===== src/rtl/calendar_time_counter.sv =====
// calendar_time_counter
// Time-of-day and calendar counter advanced by a 1 Hz tick strobe.
// The hour is held internally in 24 h format. A validated load port can
// overwrite all fields. The display hour and the pm flag are derived
// combinationally from the registered hour.
//
// Ports:
//   i_clk, i_rst        clock, synchronous active-high reset
//   i_tick              1-cycle advance strobe
//   i_am_pm             display mode (1 = 12 h, 0 = 24 h)
//   i_set_en            1-cycle load strobe; takes priority over i_tick
//   i_set_*             load fields (hour is always 24 h)
//   o_set_err           1-cycle pulse when a load is rejected
//   o_sec .. o_year     current time/date (o_hour/o_pm in display format)
//   o_day_roll          1-cycle pulse when the day advances
//   o_year_wrap         1-cycle pulse when YEAR_MAX wraps to YEAR_MIN
module calendar_time_counter #(
   parameter int YEAR_W    = 14,
   parameter int YEAR_MIN  = 2000,
   parameter int YEAR_MAX  = 2399,
   parameter int LEAP_MODE = 1
) (
   input  logic              i_clk,
   input  logic              i_rst,
   input  logic              i_tick,
   input  logic              i_am_pm,
   input  logic              i_set_en,
   input  logic [5:0]        i_set_sec,
   input  logic [5:0]        i_set_min,
   input  logic [4:0]        i_set_hour,
   input  logic [4:0]        i_set_day,
   input  logic [3:0]        i_set_month,
   input  logic [YEAR_W-1:0] i_set_year,
   output logic              o_set_err,
   output logic [5:0]        o_sec,
   output logic [5:0]        o_min,
   output logic [4:0]        o_hour,
   output logic              o_pm,
   output logic [4:0]        o_day,
   output logic [3:0]        o_month,
   output logic [YEAR_W-1:0] o_year,
   output logic              o_day_roll,
   output logic              o_year_wrap
);

   localparam logic [YEAR_W-1:0] LP_YMIN = YEAR_W'(YEAR_MIN);
   localparam logic [YEAR_W-1:0] LP_YMAX = YEAR_W'(YEAR_MAX);
   localparam logic [YEAR_W-1:0] LP_Y100 = YEAR_W'(100);
   localparam logic [YEAR_W-1:0] LP_Y400 = YEAR_W'(400);
   localparam logic [YEAR_W-1:0] LP_YZERO = '0;

   // Leap-year decision; mode 0 is the plain divisible-by-4 rule.
   function automatic logic f_is_leap(input logic [YEAR_W-1:0] y);
      logic l4;
      logic l100;
      logic l400;
      l4   = (y[1:0] == 2'b00);
      l100 = ((y % LP_Y100) == LP_YZERO);
      l400 = ((y % LP_Y400) == LP_YZERO);
      if (LEAP_MODE == 0) begin
         return l4;
      end else begin
         return l4 & (~l100 | l400);
      end
   endfunction

   // Number of days in month m of year y (out-of-range months give 31).
   function automatic logic [4:0] f_dim(input logic [3:0] m, input logic [YEAR_W-1:0] y);
      case (m)
         4'd2:                      return f_is_leap(y) ? 5'd29 : 5'd28;
         4'd4, 4'd6, 4'd9, 4'd11:   return 5'd30;
         default:                   return 5'd31;
      endcase
   endfunction

   logic [5:0]        r_sec, r_min;
   logic [4:0]        r_hour, r_day;
   logic [3:0]        r_month;
   logic [YEAR_W-1:0] r_year;
   logic              r_set_err, r_day_roll, r_year_wrap;

   logic [5:0]        w_sec_nx, w_min_nx;
   logic [4:0]        w_hour_nx, w_day_nx;
   logic [3:0]        w_month_nx;
   logic [YEAR_W-1:0] w_year_nx;
   logic              w_set_err_nx, w_day_roll_nx, w_year_wrap_nx;

   logic [4:0]        w_dim_cur;
   logic [4:0]        w_dim_set;
   logic              w_set_ok;

   assign w_dim_cur = f_dim(r_month, r_year);
   assign w_dim_set = f_dim(i_set_month, i_set_year);

   assign w_set_ok = (i_set_sec <= 6'd59) && (i_set_min <= 6'd59) &&
                     (i_set_hour <= 5'd23) &&
                     (i_set_month >= 4'd1) && (i_set_month <= 4'd12) &&
                     (i_set_year >= LP_YMIN) && (i_set_year <= LP_YMAX) &&
                     (i_set_day >= 5'd1) && (i_set_day <= w_dim_set);

   // Next-state: load has priority over tick; tick ripples the full carry chain.
   always_comb begin
      w_sec_nx       = r_sec;
      w_min_nx       = r_min;
      w_hour_nx      = r_hour;
      w_day_nx       = r_day;
      w_month_nx     = r_month;
      w_year_nx      = r_year;
      w_set_err_nx   = 1'b0;
      w_day_roll_nx  = 1'b0;
      w_year_wrap_nx = 1'b0;
      if (i_set_en) begin
         if (w_set_ok) begin
            w_sec_nx   = i_set_sec;
            w_min_nx   = i_set_min;
            w_hour_nx  = i_set_hour;
            w_day_nx   = i_set_day;
            w_month_nx = i_set_month;
            w_year_nx  = i_set_year;
         end else begin
            w_set_err_nx = 1'b1;
         end
      end else if (i_tick) begin
         if (r_sec == 6'd59) begin
            w_sec_nx = 6'd0;
            if (r_min == 6'd59) begin
               w_min_nx = 6'd0;
               if (r_hour == 5'd23) begin
                  w_hour_nx     = 5'd0;
                  w_day_roll_nx = 1'b1;
                  // >= keeps a stale day from escaping the month range.
                  if (r_day >= w_dim_cur) begin
                     w_day_nx = 5'd1;
                     if (r_month >= 4'd12) begin
                        w_month_nx = 4'd1;
                        if (r_year >= LP_YMAX) begin
                           w_year_nx      = LP_YMIN;
                           w_year_wrap_nx = 1'b1;
                        end else begin
                           w_year_nx = r_year + YEAR_W'(1);
                        end
                     end else begin
                        w_month_nx = r_month + 4'd1;
                     end
                  end else begin
                     w_day_nx = r_day + 5'd1;
                  end
               end else begin
                  w_hour_nx = r_hour + 5'd1;
               end
            end else begin
               w_min_nx = r_min + 6'd1;
            end
         end else begin
            w_sec_nx = r_sec + 6'd1;
         end
      end else begin
         w_sec_nx = r_sec;
      end
   end

   // State register with synchronous reset to 2000-01-01 00:00:00.
   always_ff @(posedge i_clk) begin
      if (i_rst) begin
         r_sec       <= 6'd0;
         r_min       <= 6'd0;
         r_hour      <= 5'd0;
         r_day       <= 5'd1;
         r_month     <= 4'd1;
         r_year      <= LP_YMIN;
         r_set_err   <= 1'b0;
         r_day_roll  <= 1'b0;
         r_year_wrap <= 1'b0;
      end else begin
         r_sec       <= w_sec_nx;
         r_min       <= w_min_nx;
         r_hour      <= w_hour_nx;
         r_day       <= w_day_nx;
         r_month     <= w_month_nx;
         r_year      <= w_year_nx;
         r_set_err   <= w_set_err_nx;
         r_day_roll  <= w_day_roll_nx;
         r_year_wrap <= w_year_wrap_nx;
      end
   end

   // 12/24 h display conversion from the registered 24 h hour.
   always_comb begin
      if (i_am_pm) begin
         if (r_hour == 5'd0) begin
            o_hour = 5'd12;
         end else if (r_hour > 5'd12) begin
            o_hour = r_hour - 5'd12;
         end else begin
            o_hour = r_hour;
         end
         o_pm = (r_hour >= 5'd12);
      end else begin
         o_hour = r_hour;
         o_pm   = 1'b0;
      end
   end

   assign o_sec       = r_sec;
   assign o_min       = r_min;
   assign o_day       = r_day;
   assign o_month     = r_month;
   assign o_year      = r_year;
   assign o_set_err   = r_set_err;
   assign o_day_roll  = r_day_roll;
   assign o_year_wrap = r_year_wrap;

endmodule


===== config.mk =====
export PLATFORM = sky130hd
export DESIGN_NAME = calendar_time_counter
export DESIGN_NICKNAME = d
export VERILOG_FILES = /design/src/rtl/calendar_time_counter.sv
export SDC_FILE = /design/constraint.sdc
export NUM_CORES = 1
export LEC_CHECK = 0
export BUFFER_PORTS_ARGS = -buffer_cell sky130_fd_sc_hd__buf_2
export CAP_MARGIN = 20
export CORE_AREA = 2 2 115 117
export CTS_CLUSTER_SIZE = 24
export DETAILED_ROUTE_END_ITERATION = 12
export DIE_AREA = 0 0 117 119
export PLACE_DENSITY_LB_ADDON = 0.3
export SLEW_MARGIN = 20
export SYNTH_ARGS = -nofsm -noshare
export SYNTH_HDL_FRONTEND = slang
export SYNTH_SLANG_ARGS = --single-unit

===== constraint.sdc =====
create_clock -name i_clk -period 22.5 [get_ports i_clk]
set_input_delay 4.5 -clock i_clk [delete_from_list [all_inputs] [get_ports i_clk]]
set_output_delay 4.5 -clock i_clk [all_outputs]
set_load 0.005 [all_outputs]

# --- Word-level counts from Yosys, hierarchy flattened ---
# Index checks and enable logic that the tools add are counted.
# W data, S select, Z words.
op_classes:
  eq_ne: 14
  bitwise: 13
  n_lt_le_gt_ge: 14
  n_mux: 52
  n_addsub: 7
  n_reduce_logical: 32
  div: 4
op_table:
  columns: ["op", "count"]
  rows:
  - ["$mux W14", 9]
  - ["$mux W5", 16]
  - ["$logic_not A14 Y1", 4]
  - ["$mux W6", 9]
  - ["$mux W4", 8]
  - ["$mod A14 B7 Y14 const B", 2]
  - ["$mod A14 B9 Y14 const B", 2]
  - ["$eq A4 B3 Y1 const B", 4]
  - ["$eq A4 B4 Y1 const B", 4]
  - ["$add A14 B1 Y14 const B", 1]
  - ["$ge A14 B11 Y1 const B", 1]
  - ["$ge A14 B12 Y1 const B", 1]
  - ["$le A14 B12 Y1 const B", 1]
  - ["$add A6 B1 Y6 const B", 2]
  - ["$eq A6 B6 Y1 const B", 2]
  - ["$le A6 B6 Y1 const B", 2]
  - ["$reduce_bool A2 Y1", 6]
  - ["$add A5 B1 Y5 const B", 2]
  - ["$not A1 Y1", 9]
  - ["$eq A4 B2 Y1 const B", 2]
  - ["$logic_and A1 B1 Y1", 8]
  - ["$mux W1", 8]
  - ["$pmux W2 S2", 2]
  - ["$reduce_or A4 Y1", 2]
  - ["26 further kinds", 29]
word_totals:
  in_bits: 45
  out_inout_bits: 44
  ff_bits: 43

# --- Longest topological paths before layout ---
# Gate-level depths: netlist of run 1.
logic_depth:
  word_depth: 15
  depth_mapped: 39
  depth_no_buf: 34

# --- Least setup slack after synthesis of run 1 ---
# No wires, ideal clock.
synth_timing:
  path_type: "input -> register"
  start: "input i_set_year[10]"
  end: "register r_year[11] (netlist: o_year[11])"
  required_ps: 22366
  setup_ps: 134
  path_slack_ps: 11151
  stages: 36
  arrival_ps: 11215
  path_cell_list: "buf_2 and4b_1 a2111oi_2 o31a_2 o21ai_2 or3_1 and4_4 maj3_2 a21o_1 a32o_1 maj3_2 mux2i_4 a211oi_2 a41oi_1 a221oi_2 o31ai_1 xnor2_2 mux2i_1 a21oi_1 ha_1 nor2b_1 o2111ai_1 a21oi_1 nor3_1 nand2_1 inv_1 mux2i_1 nor2b_1 and2_1 clkbuf_1 nand2_1 or3_1 clkbuf_1 clkbuf_1 a221oi_1 a211oi_1"
synth_via:
  elab_chain_len: 12
  word_cells_on_any_way: 19
synth_lines:
  columns: ["element", "line_no", "rtl"]
  rows:
  - ["start, declared", "33", "input logic [YEAR_W-1:0] i_set_year,"]
  - ["$mod A14 B7 Y14", "58", "l100 = ((y % LP_Y100) == LP_YZERO);"]
  - ["$logic_not A14 Y1", "58", null]
  - ["$not A1 Y1", "63", "return l4 & (~l100 | l400);"]
  - ["$or A1 B1 Y1", "63", null]
  - ["$and A1 B1 Y1", "63", null]
  - ["$mux W1", "69", "case (m)"]
  - ["$mux W1", "70", "4'd2: return f_is_leap(y) ? 5'd29 : 5'd28;"]
  - ["$pmux W2 S2", "69", null]
  - ["$le A5 B5 Y1", "99", "(i_set_day >= 5'd1) && (i_set_day <= w_dim_set);"]
  - ["$logic_and A1 B1 Y1 (*)", "99", null]
  - ["$ne A2 B1 Y1 (no line) (*)", null, null]
  - ["$reduce_and A7 Y1 (no line) (*)", null, null]
  - ["end signal, assigned", "180", "r_year <= w_year_nx;"]
  - ["end, declared", "79", "logic [YEAR_W-1:0] r_year;"]
# Mark *: on every way between the ends. The rest lies on a longest branch, timed or not. The select of a mux whose other input is x is not followed.
# A chain may end at the register's enable or synchronous reset.

# --- Worst setup path in the final report of run 1 ---
layout_timing:
  start: "input i_set_year[11]"
  end: "register r_year[2] (netlist: o_year[2])"
# Same word-level chain as after synthesis.

==> metrics.cfg, run 1 <==
[worst_setup_path]
setup.worst_path.start = i_set_year[11]
crit_arrival_ns = 13.61
timing.rr.start = o_year[13]
critical_path_class = primary input to flip-flop
cp.required_ns = 22.65
critPathMaxStageDelay_ns = 0.84
end_kind = flip-flop
rr_endpoint = o_year[2]
cp_max_fo = 21
worstRegToRegCells = 26
crit_path_start_kind = primary input
slowest_stage = xnor2_1
worst-r2r-setup-slack_ns = 14.68

[yosys]
ys_seq_area_share_pct = 15.3
synth_edf_count = 0
netlist.area_leader.share_pct = 15.3
syn_area_mm2 = 0.00562
yosys_most_used_dff = dfxtp_1
synth_nets = 862
yosys-top-cells-count = nor2_1, a21oi_1, nand2_1
yosysMostFrequentCell = nor2_1
syn_area_per_cell_um2 = 7.03
yosysUniqueCellTypes = 93
ys.warnings.count = 0
ys_top_cells_by_area = dfxtp_1, nor2_1, a21oi_1
synthArstFlopShare_pct = 0
synth_top_cell_by_area = dfxtp_1
syn_inst = 799
ys_ff_latch = 43

[run]
maxCapViolCount = 0

[route]
vias_per_cell = 5.99
drt_iter0_drc = 511
drc = 0
wl_per_cell_um = 15.5
routed_wl_mm = 15.8
vias = 6096
antenna_left = 0
drtPass1Iterations = 5

[cts]
cts_setup_buffers = 0
clkTransAtPathRegs_ns = 0.07
cts_tree = yes
clkLatencyLatePin_ns = 0.29
htree_levels = 2
cts_root_buf = clkbuf_16
cts_buffer_depth = 2
cts_sinks = 43
ctsHoldBuffers = 0
cts_inserted_buffers = 5
ctsResizeCount = 0

[floorplanning]
initial_utilization_pct = 43.6
rows = 42
die_height_um = 119
dieArea_mm2 = 0.0139
die_x_um = 117
coreArea_mm2 = 0.0129
ios = 89

[sta]
rsz0062_at_grt = false
slew_headroom_pct = 27.2
worstMarginPinSlew_ns = 1.08
slew_violations = 0
finClkSkew_ns = 0.00421
setup_tns_ns = 0
hold_viol_final = 0
finalCritPeriodShare_pct = 59.8
setup_viol_count_final = 0
period_needed_ns = 13.46
max_freq_ghz = 0.0743

[global_routing]
grt_use_met1_pct = 31.6
grt_overflow = 0
grt_antenna_before_repair = 0
grt_busiest_layer = met2
grt_usage_pct = 22.4
grt_pass1_wl_mm = 26.2
grt_max_degree = 71
met3_usage_pct = 3.41
grt_pass1_vias = 5466
grtUsageMet2_pct = 36.2

[layout]
drive_gt1_share_pct = 17.2
final_area_mm2 = 0.00624
area_growth_pct = 11.1
nets = 904
diodes = 0

[place]
io_buffer_count = 88
hpwl_mm = 11.7
gp_congestion = 0.880
placed_area_mm2 = 0.00607

[pwr]
leakage_nw = 2.44
worst_ir_drop_vdd_mv = 0.0311
p_per_area_mw_per_mm2 = 46.0

[worst_hold_path]
hold_depth = 2
min-delay-start = o_min[1]
hold_class = flip-flop to flip-flop
holdPathEnd = o_min[1]

[status]
status = finished, final reports clean

==> per-layer routing <==
layer / routed length [µm] / up-vias / share of wire (%)
li1: - / 3071 / -
met1: 7470 / 2845 / 47
met2: 7190 / 168 / 46
met3: 971 / 12 / 6.2
met4: 144 / 0 / 0.91
met5: 0 / - / 0
==> worst max-delay path by stage <==
stage / endpoint / slack, ns / depth (start not counted)
after CTS: o_year[2] / 9.11 / 35
after global routing: o_year[3] / 7.93 / 32
final: o_year[2] / 9.04 / 35
after floorplan: o_year[11] / 11.15 / 36
after global placement: o_year[2] / 9.16 / 35
after detailed placement: o_year[2] / 8.85 / 35
==> where the power goes <==
group / switching, mW / leakage (nW) / total [mW] / internal, mW
clock network: 0.0326 / 0.0804 / 0.0854 / 0.0528
logic: 0.0716 / 2.01 / 0.122 / 0.0505
registers: 0.00219 / 0.348 / 0.0798 / 0.0776
total: 0.106 / 2.44 / 0.287 / 0.181
==> cells in the final DEF (no fill, tap or decap), types with 8 or more instances in the layout <==
cell	Yosys	routed
dfxtp_1	43	43
xnor2_1	22	22
nand2b_1	17	17
xor2_1	9	9
o31ai_1	8	8
nand4_1	11	11
nor2_1	96	96
a221oi_1	9	9
or3_1	12	12
and2_1	13	13
nor3_1	27	27
a211o_1	8	8
a21oi_1	61	61
ha_1	18	18
a22oi_1	14	14
o21ai_0	35	35
nor2b_1	14	14
buf_2	15	88
inv_1	37	37
mux2i_1	14	14
nand3_1	30	30
and3_1	9	9
nand2_1	55	55
o22ai_1	8	8
a211oi_1	21	21
==> through the flow <==
stage	hold WS (ns)	std cells	total power [mW]	setup slack (ns)	utilization [%]
2_1_floorplan	0.497	799	0.178	11.15	-
3_3_place_gp	0.527	1010	0.201	9.16	47.1
3_5_place_dp	0.536	1010	0.201	8.85	47.1
4_1_cts	0.547	1018	0.287	9.11	48.5
5_1_grt	0.566	1018	0.305	7.93	48.5
6_report	0.546	1018	0.287	9.04	48.5
==> state kept, by name, indices dropped and copies added, names as in the netlist <==
register     count
o_year          14
o_min            6
o_sec            6
o_day            5
r_hour           5
o_month          4
o_day_roll       1
o_set_err        1
o_year_wrap      1
==> area by class of cell <==
type                            count  area [µm²]
Tap cell                          176         220
Clock buffer                        5         125
Clock inverter                      3        46.3
Multi-Input combinational cell    663        4390
Timing Repair Buffer               90         455
Sequential cell                    43         861
Inverter                           38         143
Fill cell                        1287        6630
==> kinds of logic after synthesis <==
kind of cell             Yosys count  synth area share (%)
XOR/XNOR                          33                  5.41
AND/OR/NAND/NOR                  324                  29.4
flip-flops                        43                  15.3
adder cells (fa/ha/maj)           23                  4.99
AO/OA/AOI/OAI                    261                  33.8
buffers and inverters             93                  6.55
multiplexers                      22                  4.50
==> worst max-delay path: cells and delay by family <==
family | cells | cell delay, ns
buf+inv | 2 | 0.37
compound gates | 12 | 2.27
simple gates | 14 | 3.95
xor+xnor | 1 | 0.84
fa+ha+maj | 1 | 0.16
mux | 5 | 1.50
Note: power is estimated with default switching activity, not from simulation.
==> run 2, diff against run 1 <==
clock period = 11.5 ns   (was 22.5 ns; I/O delays follow)
==> metrics.cfg, run 2 (synthesis results as in run 1) <==
[pwr]
p_int_mw = 0.353  ; was 0.181 mW
switching_share_pct = 36.7  ; was 37.0%
comb_power_share_pct = 43.0  ; was 42.5%
clkPwrFrac_pct = 29.0  ; was 29.7%
worst_ir_drop_vdd_mv = 0.0633  ; was 0.0311 mV
leakage_nw = 2.45  ; was 2.44 nW
switchingPower_mw = 0.205  ; was 0.106 mW
p_total_mw = 0.558  ; was 0.287 mW
pwr-share-seq_pct = 28.0  ; was 27.8%
p_per_area_mw_per_mm2 = 89.2  ; was 46.0 mW/mm²

[worst_setup_path]
crit_path_start_kind = primary input  ; unchanged
cp.required_ns = 11.65  ; was 22.65 ns
end_kind = flip-flop  ; unchanged
crit_arrival_ns = 10.51  ; was 13.61 ns
critical_path_class = primary input to flip-flop  ; unchanged
critPathMaxStageDelay_ns = 0.64  ; was 0.84 ns
cp_max_fo = 20  ; was 21
worst-r2r-setup-slack_ns = 3.67  ; was 14.68 ns
slowest_stage = nor2_1  ; was xnor2_1

[floorplanning]
rows = 42  ; unchanged
die_height_um = 119  ; unchanged
ios = 89  ; unchanged
initial_utilization_pct = 43.6  ; unchanged
dieArea_mm2 = 0.0139  ; unchanged
coreArea_mm2 = 0.0129  ; unchanged
die_x_um = 117  ; unchanged

[place]
placed_area_mm2 = 0.00608  ; was 0.00607 mm²
gp_congestion = 0.847  ; was 0.880
io_buffer_count = 88  ; unchanged
hpwl_mm = 11.7  ; about the same

[sta]
finalCritPeriodShare_pct = 90.1
period_needed_ns = 10.36
setup_tns_ns = 0  ; unchanged
setup_viol_count_final = 0  ; unchanged
worst_hold_slack_ns = 0.548  ; was 0.546 ns
slew_headroom_pct = 43.8  ; was 27.2%
finClkSkew_ns = 0.00650  ; was 0.00421 ns
worstMarginPinSlew_ns = 0.820  ; was 1.08 ns
max_freq_ghz = 0.0965
rsz0062_at_grt = false  ; unchanged
slew_violations = 0  ; unchanged
hold_viol_final = 0  ; unchanged

[layout]
final_common_cell = nor2_1  ; unchanged
final_util_pct = 48.6  ; was 48.5%
largest_reg_flops = 14  ; unchanged
area_growth_pct = 11.3  ; was 11.1%
final_area_mm2 = 0.00625  ; was 0.00624 mm²
final_cell_mix = nor2_1, buf_2, a21oi_1  ; unchanged
nets = 906  ; was 904
diodes = 0  ; unchanged
drive_gt1_share_pct = 17.4  ; was 17.2%

[cts]
cts_setup_buffers = 0  ; unchanged
clkLatencyLatePin_ns = 0.29  ; about the same
cts_inserted_buffers = 5  ; unchanged
clkTransAtPathRegs_ns = 0.06  ; was 0.07 ns
cts_buffer_depth = 2  ; unchanged
ctsHoldBuffers = 0  ; unchanged
cts_sinks = 43  ; unchanged
cts_tree = yes  ; unchanged
cts_root_buf = clkbuf_16  ; unchanged
htree_levels = 2  ; unchanged

[route]
drc = 0  ; unchanged
vias = 6148  ; was 6,096
drtPass1Iterations = 5  ; unchanged
routed_wl_mm = 15.8  ; about the same
wl_per_cell_um = 15.5  ; about the same
drt_iter0_drc = 546  ; was 511
vias_per_cell = 6.03  ; was 5.99
antenna_left = 0  ; unchanged

[global_routing]
grt_usage_pct = 22.4  ; about the same
grt_antenna_before_repair = 0  ; unchanged
grt_max_degree = 71  ; unchanged
grt_pass1_vias = 5435  ; was 5,466
grt_overflow = 0  ; unchanged
grt_pass1_wl_mm = 26.2  ; about the same

[status]
status = finished, final reports clean  ; unchanged

[run]
maxCapViolCount = 0  ; unchanged

[worst_hold_path]
hold_class = flip-flop to flip-flop  ; unchanged

-- run 2: changes by cell type in the layout (fill, tap and decap cells not counted) --
cell and delta:
xnor2_1 -1, buf_4 +2, xnor2_2 +1, inv_6 -1
-- run 2: per-layer routing --
metal / global-route usage, % / share of wire [%] / vias up / wire [µm]
li1: - / - / 3062 / -
met1: 31.9 / 47 / 2887 / 7430
met2: 35.9 / 46 / 189 / 7260
met3: 3.56 / 6.2 / 10 / 971
met4: 3.68 / 0.77 / 0 / 121
met5: 0 / 0 / - / 0
-- run 2: cell type report --
cell class | count | area [µm²]
clock buffers | 5 | 125
clock inverters | 2 | 37.5
fillers | 1323 | 6620
inverters | 38 | 143
multi-input cells | 663 | 4400
flip-flops and latches | 43 | 861
well taps | 176 | 220
repair buffers | 92 | 470
-- run 2: repair_timing --
item | in CTS | in global routing
resized for setup | 0 | 1
hold endpoints to repair | 0 | 0
setup endpoints to repair | 0 | 4
-- run 2: worst paths after layout --
kind	startpoint	to	cells past startpoint
worst max-delay path	i_set_year[12]	o_year[3]	37
worst min-delay path	o_min[1]	o_min[1]	2
worst max register to register	o_year[13]	o_year[3]	26
worst min register to register	o_min[1]	o_min[1]	2
-- run 2: critical path: cells and delay by family --
kind | cells | cell delay, ns
and+or+nand+nor | 13 | 3.02
AOI/OAI and AO/OA | 13 | 2.56
muxes | 4 | 1.02
buffers and inverters | 4 | 0.77
xor gates and xnor gates | 2 | 0.66
adders and majority gates | 1 | 0.16
-- run 2: power by group through the flow --
| stage | clock (mW) | sequential [mW] | combinational, mW |
|---|---|---|---|
| global placement | 0 | 0.159 | 0.235 |
| global route | 0.171 | 0.157 | 0.265 |
| detailed placement | 0 | 0.159 | 0.235 |
| floorplan | 0 | 0.158 | 0.190 |
| CTS | 0.165 | 0.156 | 0.236 |
| finish | 0.162 | 0.156 | 0.240 |
-- run 2: metrics by stage --
step	setup slack [ns]	instances
4_1_cts	0.845	1019
3_3_place_gp	0.744	1012
6_report	1.14	1019
3_5_place_dp	0.559	1012
5_1_grt	0.215	1019
2_1_floorplan	2.35	799
==> run 3, diff against run 2 <==
--- a/config.mk
+++ b/config.mk
@@ -8,8 +8,10 @@
 export BUFFER_PORTS_ARGS = -buffer_cell sky130_fd_sc_hd__buf_2
 export CAP_MARGIN = 20
-export CORE_AREA = 2 2 115 117
+export CELL_PAD_IN_SITES_DETAIL_PLACEMENT = 1
+export CELL_PAD_IN_SITES_GLOBAL_PLACEMENT = 2
+export CORE_AREA = 2 2 140 142
 export CTS_CLUSTER_SIZE = 24
 export DETAILED_ROUTE_END_ITERATION = 12
-export DIE_AREA = 0 0 117 119
+export DIE_AREA = 0 0 142 144
 export PLACE_DENSITY_LB_ADDON = 0.3
 export SLEW_MARGIN = 20
==> constraint.sdc (replaced) <==
create_clock -name i_clk -period 11.5 [get_ports i_clk]
set_input_delay 3.45 -clock i_clk [delete_from_list [all_inputs] [get_ports i_clk]]
set_output_delay 3.45 -clock i_clk [all_outputs]
set_load 0.005 [all_outputs]
==> metrics.cfg, run 3 (synthesis results as in run 1) <==
[status]
status = finished, final reports clean  ; unchanged

[global_routing]
grt_max_degree = 71  ; unchanged
grt_pass1_wl_mm = 32.1  ; was 26.2 mm
grt_pass1_vias = 6134  ; was 5,435
grt_antenna_before_repair = 1  ; was 0
grt_usage_pct = 19.0  ; was 22.4%
grt_overflow = 0  ; unchanged

[layout]
final_util_pct = 33.7  ; was 48.6%
nets = 914  ; was 906
final_cell_mix = nor2_1, buf_2, a21oi_1  ; unchanged
final_common_cell = nor2_1  ; unchanged
final_cells = 1090  ; was 1,019
multi_input_area_mm2 = 0.00442  ; was 0.00440 mm²
fill_cells = 2419  ; was 1,323
drive_gt1_share_pct = 18.9  ; was 17.4%
area_growth_pct = 14.5  ; was 11.3%
ff_latch_area_um2 = 861  ; unchanged
largest_reg_flops = 14  ; unchanged
diodes = 0  ; unchanged

[route]
drc = 0  ; unchanged
top_layer = met4  ; unchanged
routed-wl-met2_mm = 8.76  ; was 7.26 mm
wl_met1_mm = 9.62  ; was 7.43 mm
antenna_left = 0  ; unchanged
vias_per_cell = 5.62  ; was 6.03
wl_per_cell_um = 17.7  ; was 15.5 µm
routed_wl_mm = 19.3  ; was 15.8 mm
wl_met3_um = 777  ; was 971 µm
vias = 6123  ; was 6,148
drtPass1Iterations = 4  ; was 5
drt_iter0_drc = 223  ; was 546

[worst_setup_path]
slowest_stage = or3_1  ; was nor2_1
crit_path_start_kind = primary input  ; unchanged
cp_max_fo = 16  ; was 20
rr_endpoint = o_year[7]  ; was o_year[3]
timing.rr.start = o_year[13]  ; unchanged
critical_path_class = primary input to flip-flop  ; unchanged
end_kind = flip-flop  ; unchanged
worstRegToRegCells = 27  ; was 26
worst-r2r-setup-slack_ns = 3.58  ; was 3.67 ns
cp.required_ns = 11.65  ; about the same
crit_arrival_ns = 10.90  ; was 10.51 ns
critPathMaxStageDelay_ns = 0.42  ; was 0.64 ns
setup.worst_path.start = i_set_year[8]  ; was i_set_year[12]

[floorplanning]
die_height_um = 144  ; was 119 µm
initial_utilization_pct = 29.5  ; was 43.6%
coreArea_mm2 = 0.0191  ; was 0.0129 mm²
die_x_um = 142  ; was 117 µm
rows = 51  ; was 42
ios = 89  ; unchanged
dieArea_mm2 = 0.0204  ; was 0.0139 mm²

[cts]
clkLatencyLatePin_ns = 0.30  ; was 0.29 ns
clkTransAtPathRegs_ns = 0.07  ; was 0.06 ns
cts_buffer_depth = 2  ; unchanged
cts_inserted_buffers = 5  ; unchanged
cts_setup_buffers = 0  ; unchanged
cts_sinks = 43  ; unchanged
htree_levels = 2  ; unchanged
cts_root_buf = clkbuf_16  ; unchanged
cts_tree = yes  ; unchanged

[place]
dpl_worst_slack_ns = 0.293  ; was 0.559 ns
dp_cells = 1082  ; was 1,012
hpwl_mm = 14.7  ; was 11.7 mm
gp_congestion = 0.832  ; was 0.847
io_buffer_count = 88  ; unchanged

[pwr]
worst_ir_drop_vdd_mv = 0.0460  ; was 0.0633 mV
p_total_mw = 0.583  ; was 0.558 mW
p_per_area_mw_per_mm2 = 90.7  ; was 89.2 mW/mm²
leakage_nw = 2.51  ; was 2.45 nW

[sta]
setup_tns_ns = 0  ; unchanged
period_needed_ns = 10.75  ; was 10.36 ns
rsz0062_at_grt = false  ; unchanged
slew_violations = 0  ; unchanged
slew_headroom_pct = 44.4  ; was 43.8%
setup_viol_count_final = 0  ; unchanged
finClkSkew_ns = 0.0114  ; was 0.00650 ns
finalCritPeriodShare_pct = 93.5  ; was 90.1%
max_freq_ghz = 0.0931  ; was 0.0965 GHz
hold_viol_final = 0  ; unchanged
worstMarginPinSlew_ns = 0.823  ; was 0.820 ns
worst_slack_ns = 0.753  ; was 1.14 ns

[run]
maxCapViolCount = 0  ; unchanged

[worst_hold_path]
hold_depth = 2  ; unchanged
holdPathEnd = o_min[1]  ; unchanged
hold_class = flip-flop to flip-flop  ; unchanged
min-delay-start = o_min[1]  ; unchanged

==> run 3: cell count changes in the layout (fill, tap and decap cells not counted), sizes merged <==
| cell | delta |
|---|---|
| buf | +8 |
| clkbuf | +1 |
| clkinvlp | -1 |
| inv | +1 |
==> run 3: layout make-up <==
class	instances	share of cell area [%]
Clock buffer	6	2.16
Tap cell	238	4.63
Inverter	38	2.22
Timing Repair Buffer	100	8.25
Sequential cell	43	13.4
Clock inverter	2	0.603
Multi-Input combinational cell	663	68.8
==> run 3: how the worst max path moves through the flow <==
stage,to,slack [ns],cells past startpoint
after floorplan,o_year[11],1.20,36
after global placement,o_year[11],0.32,34
after detailed placement,o_year[11],0.29,34
after CTS,o_year[11],0.54,34
after global routing,o_year[3],0.05,37
final,o_year[3],0.75,37
==> run 3: timing repair <==
action,4_1_cts,5_1_grt
endpoints found under the setup margin,0,16
resized for setup,0,7
hold endpoints to repair,0,0
hold buffers,0,0
==> run 3: critical path, delay by kind of cell <==
kind,cells,cell delay [ns]
compound gates,15,3.25
xor+xnor,1,0.16
fa+ha+maj,3,0.83
buf+inv,4,0.71
mux,3,0.46
simple gates,11,2.03
==> run 3: where the power goes <==
part           internal [mW]  switching [mW]
clock                  0.109          0.0642
sequential             0.152         0.00431
combinational          0.106           0.148
total                  0.367           0.216
==> run 3: stage by stage <==
stage	hold slack (ns)	area [µm²]
after detailed placement	0.547	6220
final	0.550	6430
after global placement	0.533	6220
after global routing	0.587	6430
after floorplan	0.497	5620
after CTS	0.557	6400
==> run 3: layer usage <==
layer | GRT usage, % | vias to the layer above
li1 | - | 3084
met1 | 26.6 | 2941
met2 | 31.1 | 90
met3 | 3.25 | 8
met4 | 2.74 | 0
met5 | 0 | -
